$ cat src/rtl/sauria_addr_router.sv
// sauria_addr_router: steers one upstream request stream to the CFG, SRAMA,
// SRAMB or SRAMC target and returns responses in request order. A small tag
// FIFO records where each accepted request went. Unmapped addresses are
// answered locally with an error response and counted.
module sauria_addr_router #(
  parameter int ADDR_W    = 32,
  parameter int DATA_W    = 32,
  parameter int MAX_OUTST = 4
) (
  input  logic                  i_clk,
  input  logic                  i_rst,
  input  logic                  i_req_valid,
  output logic                  o_req_ready,
  input  logic [ADDR_W-1:0]     i_req_addr,
  input  logic                  i_req_we,
  input  logic [DATA_W-1:0]     i_req_wdata,
  input  logic [DATA_W/8-1:0]   i_req_wstrb,
  output logic [3:0]            o_tgt_valid,
  input  logic [3:0]            i_tgt_ready,
  output logic [15:0]           o_tgt_addr,
  output logic                  o_tgt_we,
  output logic [DATA_W-1:0]     o_tgt_wdata,
  output logic [DATA_W/8-1:0]   o_tgt_wstrb,
  output logic [2:0]            o_cfg_sel,
  input  logic [3:0]            i_tgt_rsp_valid,
  output logic [3:0]            o_tgt_rsp_ready,
  input  logic [4*DATA_W-1:0]   i_tgt_rsp_rdata,
  output logic                  o_rsp_valid,
  input  logic                  i_rsp_ready,
  output logic [DATA_W-1:0]     o_rsp_rdata,
  output logic                  o_rsp_err,
  output logic [7:0]            o_err_cnt
);

  localparam int PTR_W = $clog2(MAX_OUTST);
  localparam int CNT_W = PTR_W + 1;

  // Tag values double as the target index for the four real targets.
  typedef enum logic [2:0] {
    TAG_CFG   = 3'd0,
    TAG_SRAMA = 3'd1,
    TAG_SRAMB = 3'd2,
    TAG_SRAMC = 3'd3,
    TAG_ERR   = 3'd4
  } tag_t;

  tag_t             dec_tag;
  tag_t             fifo_mem [MAX_OUTST];
  tag_t             head;
  logic [1:0]       dec_idx;
  logic [1:0]       head_idx;
  logic [PTR_W-1:0] wr_ptr;
  logic [PTR_W-1:0] rd_ptr;
  logic [CNT_W-1:0] count;
  logic             full;
  logic             empty;
  logic             push;
  logic             pop;

  assign o_tgt_we    = i_req_we;
  assign o_tgt_wdata = i_req_wdata;
  assign o_tgt_wstrb = i_req_wstrb;

  assign full     = (count == CNT_W'(MAX_OUTST));
  assign empty    = (count == '0);
  assign head     = fifo_mem[rd_ptr];
  assign dec_idx  = dec_tag[1:0];
  assign head_idx = head[1:0];
  assign push     = i_req_valid && o_req_ready;
  assign pop      = o_rsp_valid && i_rsp_ready;

  // Address decode: pick the target, config subregion and local offset.
  always_comb begin
    dec_tag    = TAG_ERR;
    o_cfg_sel  = 3'd0;
    o_tgt_addr = i_req_addr[15:0];
    if ((i_req_addr >> 20) == '0) begin
      case (i_req_addr[19:16])
        4'h0: begin
          if (i_req_addr[15:12] == 4'h0 && i_req_addr[11:9] <= 3'd4) begin
            dec_tag    = TAG_CFG;
            o_cfg_sel  = i_req_addr[11:9];
            o_tgt_addr = {7'b0, i_req_addr[8:0]};
          end
        end
        4'h1:    dec_tag = TAG_SRAMA;
        4'h2:    dec_tag = TAG_SRAMB;
        4'h3:    dec_tag = TAG_SRAMC;
        default: dec_tag = TAG_ERR;
      endcase
    end
  end

  // Request handshake: full blocks everything, errors need no target.
  always_comb begin
    o_tgt_valid = 4'b0000;
    o_req_ready = !full && (dec_tag == TAG_ERR || i_tgt_ready[dec_idx]);
    if (i_req_valid && !full && dec_tag != TAG_ERR) begin
      o_tgt_valid[dec_idx] = 1'b1;
    end
  end

  // Response steering from the FIFO head; only the head target may complete.
  always_comb begin
    o_rsp_valid     = 1'b0;
    o_rsp_rdata     = '0;
    o_rsp_err       = 1'b0;
    o_tgt_rsp_ready = 4'b0000;
    if (!empty) begin
      if (head == TAG_ERR) begin
        o_rsp_valid = 1'b1;
        o_rsp_err   = 1'b1;
      end else begin
        o_rsp_valid               = i_tgt_rsp_valid[head_idx];
        o_rsp_rdata               = i_tgt_rsp_rdata[head_idx*DATA_W +: DATA_W];
        o_tgt_rsp_ready[head_idx] = i_rsp_ready;
      end
    end
  end

  // Tag storage has no reset; the count decides which entries are live.
  always_ff @(posedge i_clk) begin
    if (push) begin
      fifo_mem[wr_ptr] <= dec_tag;
    end
  end

  // FIFO pointers and occupancy; pointers wrap naturally at the power-of-2 depth.
  always_ff @(posedge i_clk or posedge i_rst) begin
    if (i_rst) begin
      wr_ptr <= '0;
      rd_ptr <= '0;
      count  <= '0;
    end else begin
      if (push) wr_ptr <= wr_ptr + PTR_W'(1);
      if (pop)  rd_ptr <= rd_ptr + PTR_W'(1);
      case ({push, pop})
        2'b10:   count <= count + CNT_W'(1);
        2'b01:   count <= count - CNT_W'(1);
        default: count <= count;
      endcase
    end
  end

  // Saturating count of accepted requests that hit no mapped region.
  always_ff @(posedge i_clk or posedge i_rst) begin
    if (i_rst) begin
      o_err_cnt <= 8'd0;
    end else if (push && dec_tag == TAG_ERR && o_err_cnt != 8'hFF) begin
      o_err_cnt <= o_err_cnt + 8'd1;
    end
  end

endmodule

$ cat config.mk
export PLATFORM = sky130hd
export DESIGN_NAME = sauria_addr_router
export DESIGN_NICKNAME = d
export VERILOG_FILES = /design/src/rtl/sauria_addr_router.sv
export SDC_FILE = /design/constraint.sdc
export NUM_CORES = 1
export LEC_CHECK = 0
export CAP_MARGIN = 25
export CORE_AREA = 2 2 124 126
export CTS_CLUSTER_SIZE = 12
export DETAILED_ROUTE_END_ITERATION = 12
export DIE_AREA = 0 0 126 128
export DONT_BUFFER_PORTS = 1
export HOLD_SLACK_MARGIN = 0.05
export PLACE_DENSITY = 0.4
export SYNTH_ARGS = -nofsm -noshare
export SYNTH_HDL_FRONTEND = slang
export SYNTH_SLANG_ARGS = --single-unit
$ cat constraint.sdc
create_clock -name i_clk -period 4.2 [get_ports i_clk]
set_clock_uncertainty 0.15 [all_clocks]
set_input_delay 0.42 -clock i_clk [delete_from_list [all_inputs] [get_ports i_clk]]
set_output_delay 0.42 -clock i_clk [all_outputs]
set_load 0.01 [all_outputs]
==> metrics.yaml <==
critical_path:
  end_kind: "primary output"
  critPathKind: "flip-flop to primary output"
  critPathMaxFanout: 23
  path_buf_inv: 1
  cp_cell_sequence: "mux4_2, buf_4, mux4_2, and3_1"
  r2r-start: "rd_ptr[0]$_DFFE_PP0P_"
  cp_top_family: "multiplexers"
  cp-start-kind: "flip-flop"
  crit_top_cell: "mux4_2"
  crit_arrival_ns: 2.83
  critPathMaxStageDelay_ns: 0.70
  r2r_cells: 10
  worst_ep_required_time_ns: 3.63
  r2r_end: "count[2]$_DFFE_PP0P_"
  cp_slowest_cell: "mux4_2"
  ff2ff_setup_slack_ns: 0.81
route:
  vias: 1989
  vias_per_cell: 4.97
  drc_errors: 0
  drtAntennaViolNets: 0
  wl_per_cell_um: 27.3
  first_pass_iters: 4
  drt-total-wl_mm: 10.9
  drt_iter0_markers: 134
min_path:
  hp-start: "i_rsp_ready"
  holdPathStages: 3
  hp-class: "primary input to flip-flop"
  worstHoldEndpoint: "rd_ptr[0]$_DFFE_PP0P_"
die:
  die_h_um: 128
  rows: 45
  die_x_um: 126
  core_region_area_um2: 14900
  start_util: 0.196
  die-area_um2: 16100
  num_io_pins: 316
timing:
  setup_viol: 0
  final.setup.tns_ns: 0
  fin_crit_sh: 0.811
  finalHoldViolations: 0
  rsz0062_at_grt: "no"
  worst_pin_slew_ns: 0.918
  period_needed_ns: 3.40
  slew_violations: 0
  clock.fmax_mhz: 294
  max_slew_margin: 0.385
cts:
  cts_buffers: 3
  clock-sinks: 27
  htree_levels: 1
  insertion_delay_ns: 0.25
  cts_buffer_depth: 2
  cts_tree: "done"
  clk_pin_slew_ns: 0.06
  cts_resized: 0
  cts_root_buf: "clkbuf_16"
logic_synthesis:
  synth-edff-count: 12
  synthDistinctLibCells: 38
  ys.warnings.count: 0
  yosys-top-cells-area: "mux4_2 28%, dfrtp_1 13%, edfxtp_1 12%"
  synthArstFlopShare: 0.556
  ys_seq_elements: 27
  avgSynthCellArea_um2: 10.8
  syn_nets: 485
  synth-seq-area-share: 0.253
  synth_top_cell_by_area: "mux4_2"
  syn_inst: 269
  ys.flop_type: "dfrtp_1"
  synthesis.area_um2: 2910
  synth_top_area_frac: 0.279
final_layout:
  final_cell_mix: "36 x and3_1, 36 x mux4_2, 15 x dfrtp_1"
  area_delta_synth_final_pct: -3.14
  final-seq-area_um2: 736
  nNetsFinal: 427
  fill_cells: 1649
  drive_gt1_frac: 0.219
  final_cells: 400
  fin_util: 0.189
  multiInputGateArea_um2: 1700
grt:
  track_usage: 0.122
  grt_max_degree: 36
  grt_first_pass_wirelength_mm: 14.4
  gr-total-overflow: 0
  grt_pass1_vias: 2068
  antenna_found_initial: 2
place:
  place_inst: 393
  gp_congestion: 0.741
  dp_hpwl_mm: 9.51
  portBuffers: 0
job:
  maxCapViolCount: 0
pwr:
  power_density_nw_per_um2: 646
  power_leakage_nw: 1.05
  peakVddDrop_v: 0.000229
run_status:
  outcome: "complete, no violations"
## synthesized netlist by cell type (6+ instances only)
cell type / n
clkbuf_1: 16
nor2b_1: 8
and3_1: 36
inv_1: 8
and2_1: 12
dfrtp_1: 15
edfxtp_1: 12
buf_4: 46
nor2_1: 10
mux4_2: 36
nand2_1: 11
xnor2_1: 7
ha_1: 6
## repair_timing
item                      in CTS  in global routing
buffers inserted               0                  0
hold endpoints to repair      15                  0
hold buffers                   1                  0
## metal layers
metal | global-route usage | wire length (µm) | vias up
met5 | 0 | 0 | -
met4 | 0.00840 | 13 | 0
met3 | 0.0826 | 1800 | 2
met2 | 0.201 | 5230 | 213
met1 | 0.137 | 3890 | 939
li1 | - | - | 835
## worst max path at each step
stage                          start                    to  slack, ns  depth (start not counted)
2_1_floorplan  rd_ptr[0]$_DFFE_PP0P_  count[2]$_DFFE_PP0P_       1.23                         12
6_report       rd_ptr[0]$_DFFE_PP0P_       o_rsp_rdata[16]       0.80                          4
4_1_cts        rd_ptr[0]$_DFFE_PP0P_       o_rsp_rdata[16]       0.74                          4
3_5_place_dp   rd_ptr[0]$_DFFE_PP0P_  count[2]$_DFFE_PP0P_       0.79                         10
3_3_place_gp   rd_ptr[0]$_DFFE_PP0P_  count[2]$_DFFE_PP0P_       0.84                         10
5_1_grt        rd_ptr[0]$_DFFE_PP0P_  count[2]$_DFFE_PP0P_       0.52                         10
## sequential cells by signal (all words and copies together), names as in the netlist
name,cells
fifo_mem,12
o_err_cnt,8
count,3
rd_ptr,2
wr_ptr,2
## layout make-up
cell class                 count  share of cell area
timing repair buffer           4              0.0116
inverter                       8              0.0107
multi-input combinational    167               0.603
antenna                        2             0.00178
tap                          188              0.0836
sequential                    27               0.261
clock buffer                   4              0.0280
## worst reg2reg max path, stage by stage (launching register included)
cell      delay, ns
dfrtp_1        0.53
mux4_2         0.78
mux2_4         0.37
a222oi_1       0.48
nor2_1         0.13
ha_1           0.23
inv_1          0.07
fa_1           0.17
xor2_1         0.15
nor2_1         0.06
xor2_1         0.14
## power breakdown
| group | internal (mW) | switching, mW | leakage [nW] |
|---|---|---|---|
| clock network | 0.130 | 0.0829 | 0.0382 |
| registers | 0.363 | 0.108 | 0.307 |
| logic | 0.485 | 0.650 | 0.708 |
## cells by family (layout without fill, tap and decap cells)
| family | count (synthesis) | after routing | synth area share |
|---|---|---|---|
| XOR/XNOR | 12 | 12 | 0.0362 |
| adder cells (fa/ha/maj) | 7 | 7 | 0.0327 |
| AND/OR/NAND/NOR | 97 | 97 | 0.193 |
| AO/OA/AOI/OAI | 10 | 10 | 0.0232 |
| flip-flops | 27 | 27 | 0.253 |
| buffers and inverters | 75 | 16 | 0.163 |
| other | 0 | 2 | 0 |
| multiplexers | 41 | 41 | 0.299 |
## per-stage QoR
stage / power, mW / hold slack [ns] / worst slack, ns / instance area (µm²)
2_1_floorplan: 1.45 / 0.171 / 1.23 / 2910
3_3_place_gp: 1.62 / 0.259 / 0.843 / 2720
3_5_place_dp: 1.63 / 0.264 / 0.793 / 2720
4_1_cts: 1.86 / 0.342 / 0.739 / 2810
5_1_grt: 1.97 / 0.355 / 0.516 / 2810
6_report: 1.82 / 0.338 / 0.795 / 2820
Note: power is estimated with default switching activity, not from simulation.
==> RTL change 1: new RTL, same flow settings <==
Make the reset (`i_rst`) synchronous in 2 clocked blocks.
--- a/src/rtl/sauria_addr_router.sv
+++ b/src/rtl/sauria_addr_router.sv
@@ -128,3 +128,3 @@
   // FIFO pointers and occupancy; pointers wrap naturally at the power-of-2 depth.
-  always_ff @(posedge i_clk or posedge i_rst) begin
+  always_ff @(posedge i_clk) begin
     if (i_rst) begin
@@ -145,3 +145,3 @@
   // Saturating count of accepted requests that hit no mapped region.
-  always_ff @(posedge i_clk or posedge i_rst) begin
+  always_ff @(posedge i_clk) begin
     if (i_rst) begin
Behaviour: differs if i_rst is asserted again (counterexample within 4 cycles, from zero or initial values and one cycle with i_rst high); with i_rst held inactive, the same outputs for 4 cycles.
==> RTL change 1 against the original RTL <==
Total power down 7.5%. Cell area grew 9.2%. Sequential share of layout area down 3.4 points. Area after synthesis up 5.7%. Final cell count increased by 11%. Non-clock buffer count is 1 higher. Die area stayed put. Sequential cell count increased by 2. Setup slack better by 88 ps. Wire length rose by 13%. Largest power group unchanged.
==> RTL change 1: results (changes against the original RTL) <==
Timing
  – Sum Neg Setup Slack: 0 ps (unchanged)
  – Worst-Margin Slew: 895 ps (-22.7 ps)

Synthesis
  – Syn_nets: 516 (+6.4%)
  – Dominant cells by area after synthesis: mux4_2 (26%), edfxtp_1 (12%), buf_4 (11%), dfxtp_1 (11%), nor2b_1 (8.4%)
  – Ys flop type: dfxtp_1
  – Syn. warnings: 0 (unchanged)
  – Netlist cell types: 45 (+18%)
  – Number of synthesized flops with an enable pin: 12 (unchanged)
  – Asr flop ratio synth: 0% (-56 points)
  – Sequential area share after synthesis: 22.8% (-2.5 points)
  – Top cells by count, synth: buf_4 (46), nor2b_1 (41), mux4_2 (35), nor2_1 (18), dfxtp_1 (17)
  – Synth Instances: 300 (+12%)

Global route
  – Initial antenna violation count: 6 (+4)
  – First-pass GRT wire length: 15900 um (+10%)
  – Largest net degree at the start of global routing: 39 (+8.3%)
  – Vias in the first global route: 2214 (+7.1%)
  – GR Util All Layers: 14.0% (+1.8 points)

Critical path
  – Arr. time, crit path: 2750 ps (-80 ps)
  – Cell at the slowest stage of the critical path: mux4_2
  – Slowest Stage Delay on Critical Path: 740 ps (+40 ps)
  – Critical Path Fanout Max: 28 (+22%)

Clock tree
  – Max clock buf depth: 2 (unchanged)
  – Worst-path clk slew: 60 ps (about the same)
  – Clk_lat worst skew: 270 ps (+20 ps)
  – CTS root buf: clkbuf_16
  – H-tree depth: 2 (+1)
  – Post-CTS Setup Inserts: 0 (unchanged)
  – Post_cts resized: 0 (unchanged)
  – CTS buffer count: 5 (+2)

Finish
  – Fin nets: 463 (+8.4%)
  – Top Registers: fifo_mem: 12 flops, o_err_cnt: 8 flops, count: 3 flops
  – Finished Layout Cells: 442 (+11%)
  – Layout cell share with drive strength beyond 1: 24.6% (+2.7 points)
  – Fillers: 1638 (-0.67%)

Route
  – Drt first-iter violations: 56 (-58%)
  – DRT Wirelength: 12400 um (+13%)
  – Vias/cell: 4.87 (-2.1%)
  – Drt pass-1 iters: 4 (unchanged)

Placed design
  – DP Cell Count: 427 (+8.7%)
  – IO buf count: 0 (unchanged)
  – Place WS: 869 ps (+75.5 ps)
  – Final HPWL DP: 10900 um (+15%)
  – DP Area: 0.00288 mm^2 (+6.0%)
  – GP Congestion: 0.827 (+12%)

Power
  – LEAKAGE: 0.970 nW (-7.9%)
  – VDD IR max: 0.148 mV (-36%)

Worst hold path
  – Tightest Hold Check Type: in -> reg

Status
  – Outcome: finished, final reports clean
==> RTL change 1: final timing paths <==
kind / startpoint / end / slack (ps) / depth (start not counted)
worst max-delay path: register / o_rsp_rdata[26] / 880 / 4
worst min-delay path: i_rst / o_err_cnt[5] / 70 / 1
worst max register to register: register / count[2] / 900 / 10
worst min register to register: count[2] / count[2] / 400 / 2
==> RTL change 1: final cells by class <==
cell class	count	area, um^2	area share, %
sequential	29	701	22.8
timing repair buffer	5	40.0	1.30
multi-input combinational	194	1870	60.9
clock inverter	3	41.3	1.34
inverter	12	45.0	1.46
antenna	6	15.0	0.488
tap	188	235	7.65
clock buffer	5	125	4.07
==> RTL change 1: layer usage <==
layer / GRT usage [%] / routed length (um) / up-vias
met4: 3.75 / 242 / 4
met2: 24.7 / 6320 / 189
li1: - / - / 940
met3: 8.10 / 1760 / 14
met1: 13.9 / 3990 / 1005
met5: 2.48 / 72 / -
==> RTL change 1: cells by family (layout without fill, tap and decap cells) <==
group                      Yosys count  in the layout  share of synthesized area [%]
and+or+nand+nor                    111            111                           20.7
buffers and inverters               77             25                           16.5
muxes                               49             49                           30.7
DFF                                 29             29                           22.8
AOI/OAI and AO/OA                   23             23                           5.09
adders and majority gates            7              7                           3.10
xor gates and xnor gates             4              4                           1.14
other                                0              6                              0
==> RTL change 1: report_power, final <==
part / total (mW) / leakage [nW] / switching, mW / internal, mW
clock network: 0.399 / 0.0775 / 0.122 / 0.277
logic: 0.913 / 0.653 / 0.524 / 0.389
registers: 0.369 / 0.240 / 0.0397 / 0.329
total: 1.68 / 0.970 / 0.686 / 0.995
==> RTL change 1: critical path: cells and delay by family (launching register included) <==
| kind | cells | cell delay (ps) |
|---|---|---|
| flops | 1 | 530 |
| simple gates | 1 | 410 |
| mux | 2 | 1170 |
| buf+inv | 1 | 360 |
==> RTL change 2: new RTL, same settings <==
Made on the original files. The parameter `DATA_W` goes from 32 to 24.
--- a/src/rtl/sauria_addr_router.sv
+++ b/src/rtl/sauria_addr_router.sv
@@ -6,3 +6,3 @@
   parameter int ADDR_W    = 32,
-  parameter int DATA_W    = 32,
+  parameter int DATA_W    = 24,
   parameter int MAX_OUTST = 4
Interface: changed (6 resized); port bits go from 316 to 258. No check against the original RTL was run, so the function may have changed too.
==> RTL change 2 against the original RTL <==
Worst hold slack got worse by 22 ps. Setup slack improved by 69 ps. Cell area decreased by 9.6%. Area after synthesis decreased by 11%. Critical endpoint is now o_rsp_rdata[13]. Wire length decreased by 26%. Total power increased by 7.7%. Non-clock buffer count decreased by 2. Sequential cell count unchanged. Global-route usage decreased by 3.4 points. Critical path type unchanged.
==> RTL change 2: results (changes against the original RTL) <==
Clock tree
  – CTS root buf: clkbuf_16
  – CTS buffer count: 3 (unchanged)
  – Worst-path clk slew: 70 ps
  – Clk_lat worst skew: 260 ps
  – Max clock buf depth: 2 (unchanged)

Synthesis
  – Ys flop type: dfrtp_1
  – Number of synthesized flops with an enable pin: 12 (unchanged)
  – Most frequent cell after synthesis: buf_4
  – Top cells by count, synth: buf_4 (37), mux4_2 (27), and3_1 (25), dfrtp_1 (15), nor2_1 (13)
  – Netlist cell types: 39 (+2.6%)
  – Sequential area share after synthesis: 28.5% (+3.2 points)
  – Avg Inst Size Synth: 10.7 um^2 (-0.61%)
  – Syn_nets: 415 (-14%)
  – Dominant cells by area after synthesis: mux4_2 (24%), dfrtp_1 (15%), edfxtp_1 (14%), buf_4 (11%), and3_1 (6.1%)

Route
  – DR WL/cell: 21.1 um (-23%)
  – Vias/cell: 4.41 (-11%)
  – Drt first-iter violations: 77 (-43%)
  – Drt pass-1 iters: 4 (unchanged)

Worst hold path
  – Hold Path Depth: 1 (-2)
  – Tightest Hold Check Type: in -> reg

Power
  – VDD IR max: 0.191 mV (-17%)
  – Clock Power: 0.227 mW (+7%)
  – P_seq: 0.495 mW (+5.1%)
  – LEAKAGE: 0.944 nW (-10%)
  – Sequential share of power: 25.3% (-0.6 points)
  – Power Internal: 1.04 mW (+6.2%)

Finish
  – Antenna diode count: 0 (-2)
  – Top Registers: fifo_mem: 12 flops, o_err_cnt: 8 flops, count: 3 flops
  – Largest register FFs: 12 (unchanged)
  – Fin nets: 369 (-14%)
  – Layout cell share with drive strength beyond 1: 19.7% (-2.2 points)
  – Finished Layout Cells: 381 (-4.8%)

Placed design
  – Final HPWL DP: 6780 um (-29%)
  – Place WS: 937 ps (+144 ps)
  – DP Area: 0.00245 mm^2 (-9.9%)
  – GP Congestion: 0.740 (-0.18%)

Global route
  – Initial antenna violation count: 0 (-2)
  – GR Util All Layers: 8.82% (-3.4 points)
  – First-pass GRT wire length: 10700 um (-26%)
  – Vias in the first global route: 1710 (-17%)
  – Largest net degree at the start of global routing: 34 (-5.6%)

Timing
  – Final worst-path cycle share: 79.4% (-1.7 points)
  – Worst-Margin Slew: 753 ps (-164 ps)

Status
  – Outcome: finished, final reports clean

Critical path
  – Critical Path Fanout Max: 25 (+8.7%)
  – Arr. time, crit path: 2770 ps (-60 ps)
==> RTL change 2: worst paths after layout <==
check	start	end	slack [ps]
max in group asynchronous	i_rst	o_err_cnt[4]	2950
worst min register to register	count[0]	count[0]	390
worst max register to register	rd_ptr[0]	count[2]	960
min in group asynchronous	i_rst	wr_ptr[1]	530
worst max-delay path	rd_ptr[0]	o_rsp_rdata[13]	860
worst min-delay path	i_req_addr[17]	fifo_mem[2][1]	320
==> RTL change 2: area by class of cell <==
cell class,count,area [um^2]
Inverter,9,33.8
Tap cell,188,235
Fill cell,1669,12300
Sequential cell,27,736
Timing Repair Buffer,2,17.5
Multi-Input combinational cell,151,1440
Clock buffer,3,75.1
Clock inverter,1,8.76
==> RTL change 2: critical path, stage by stage, from the launching register on <==
cell	delay [ps]
dfrtp_1	510
mux4_2	710
buf_4	330
nor2_1	130
nand2_1	410
and3_1	400
==> RTL change 2: routing by layer <==
| metal | GRT usage, % | up-vias | share of wire (%) |
|---|---|---|---|
| met5 | 0 | - | 0 |
| met4 | 0.970 | 0 | 0.19 |
| met3 | 2.92 | 2 | 11 |
| met2 | 17.5 | 155 | 54 |
| met1 | 9.30 | 771 | 35 |
| li1 | - | 752 | - |
==> RTL change 2: kinds of logic after synthesis <==
kind of cell,Yosys count,share of synthesized area (%)
flip-flops,27,28.5
buffers and inverters,62,15.6
multiplexers,33,26.1
adder cells (fa/ha/maj),7,3.69
AO/OA/AOI/OAI,10,2.47
XOR/XNOR,12,4.08
AND/OR/NAND/NOR,89,19.5
==> RTL change 2: timing repair <==
item,CTS,global route
setup endpoints to repair,0,0
hold buffers,1,0
setup buffers,0,0
hold endpoints to repair,15,0
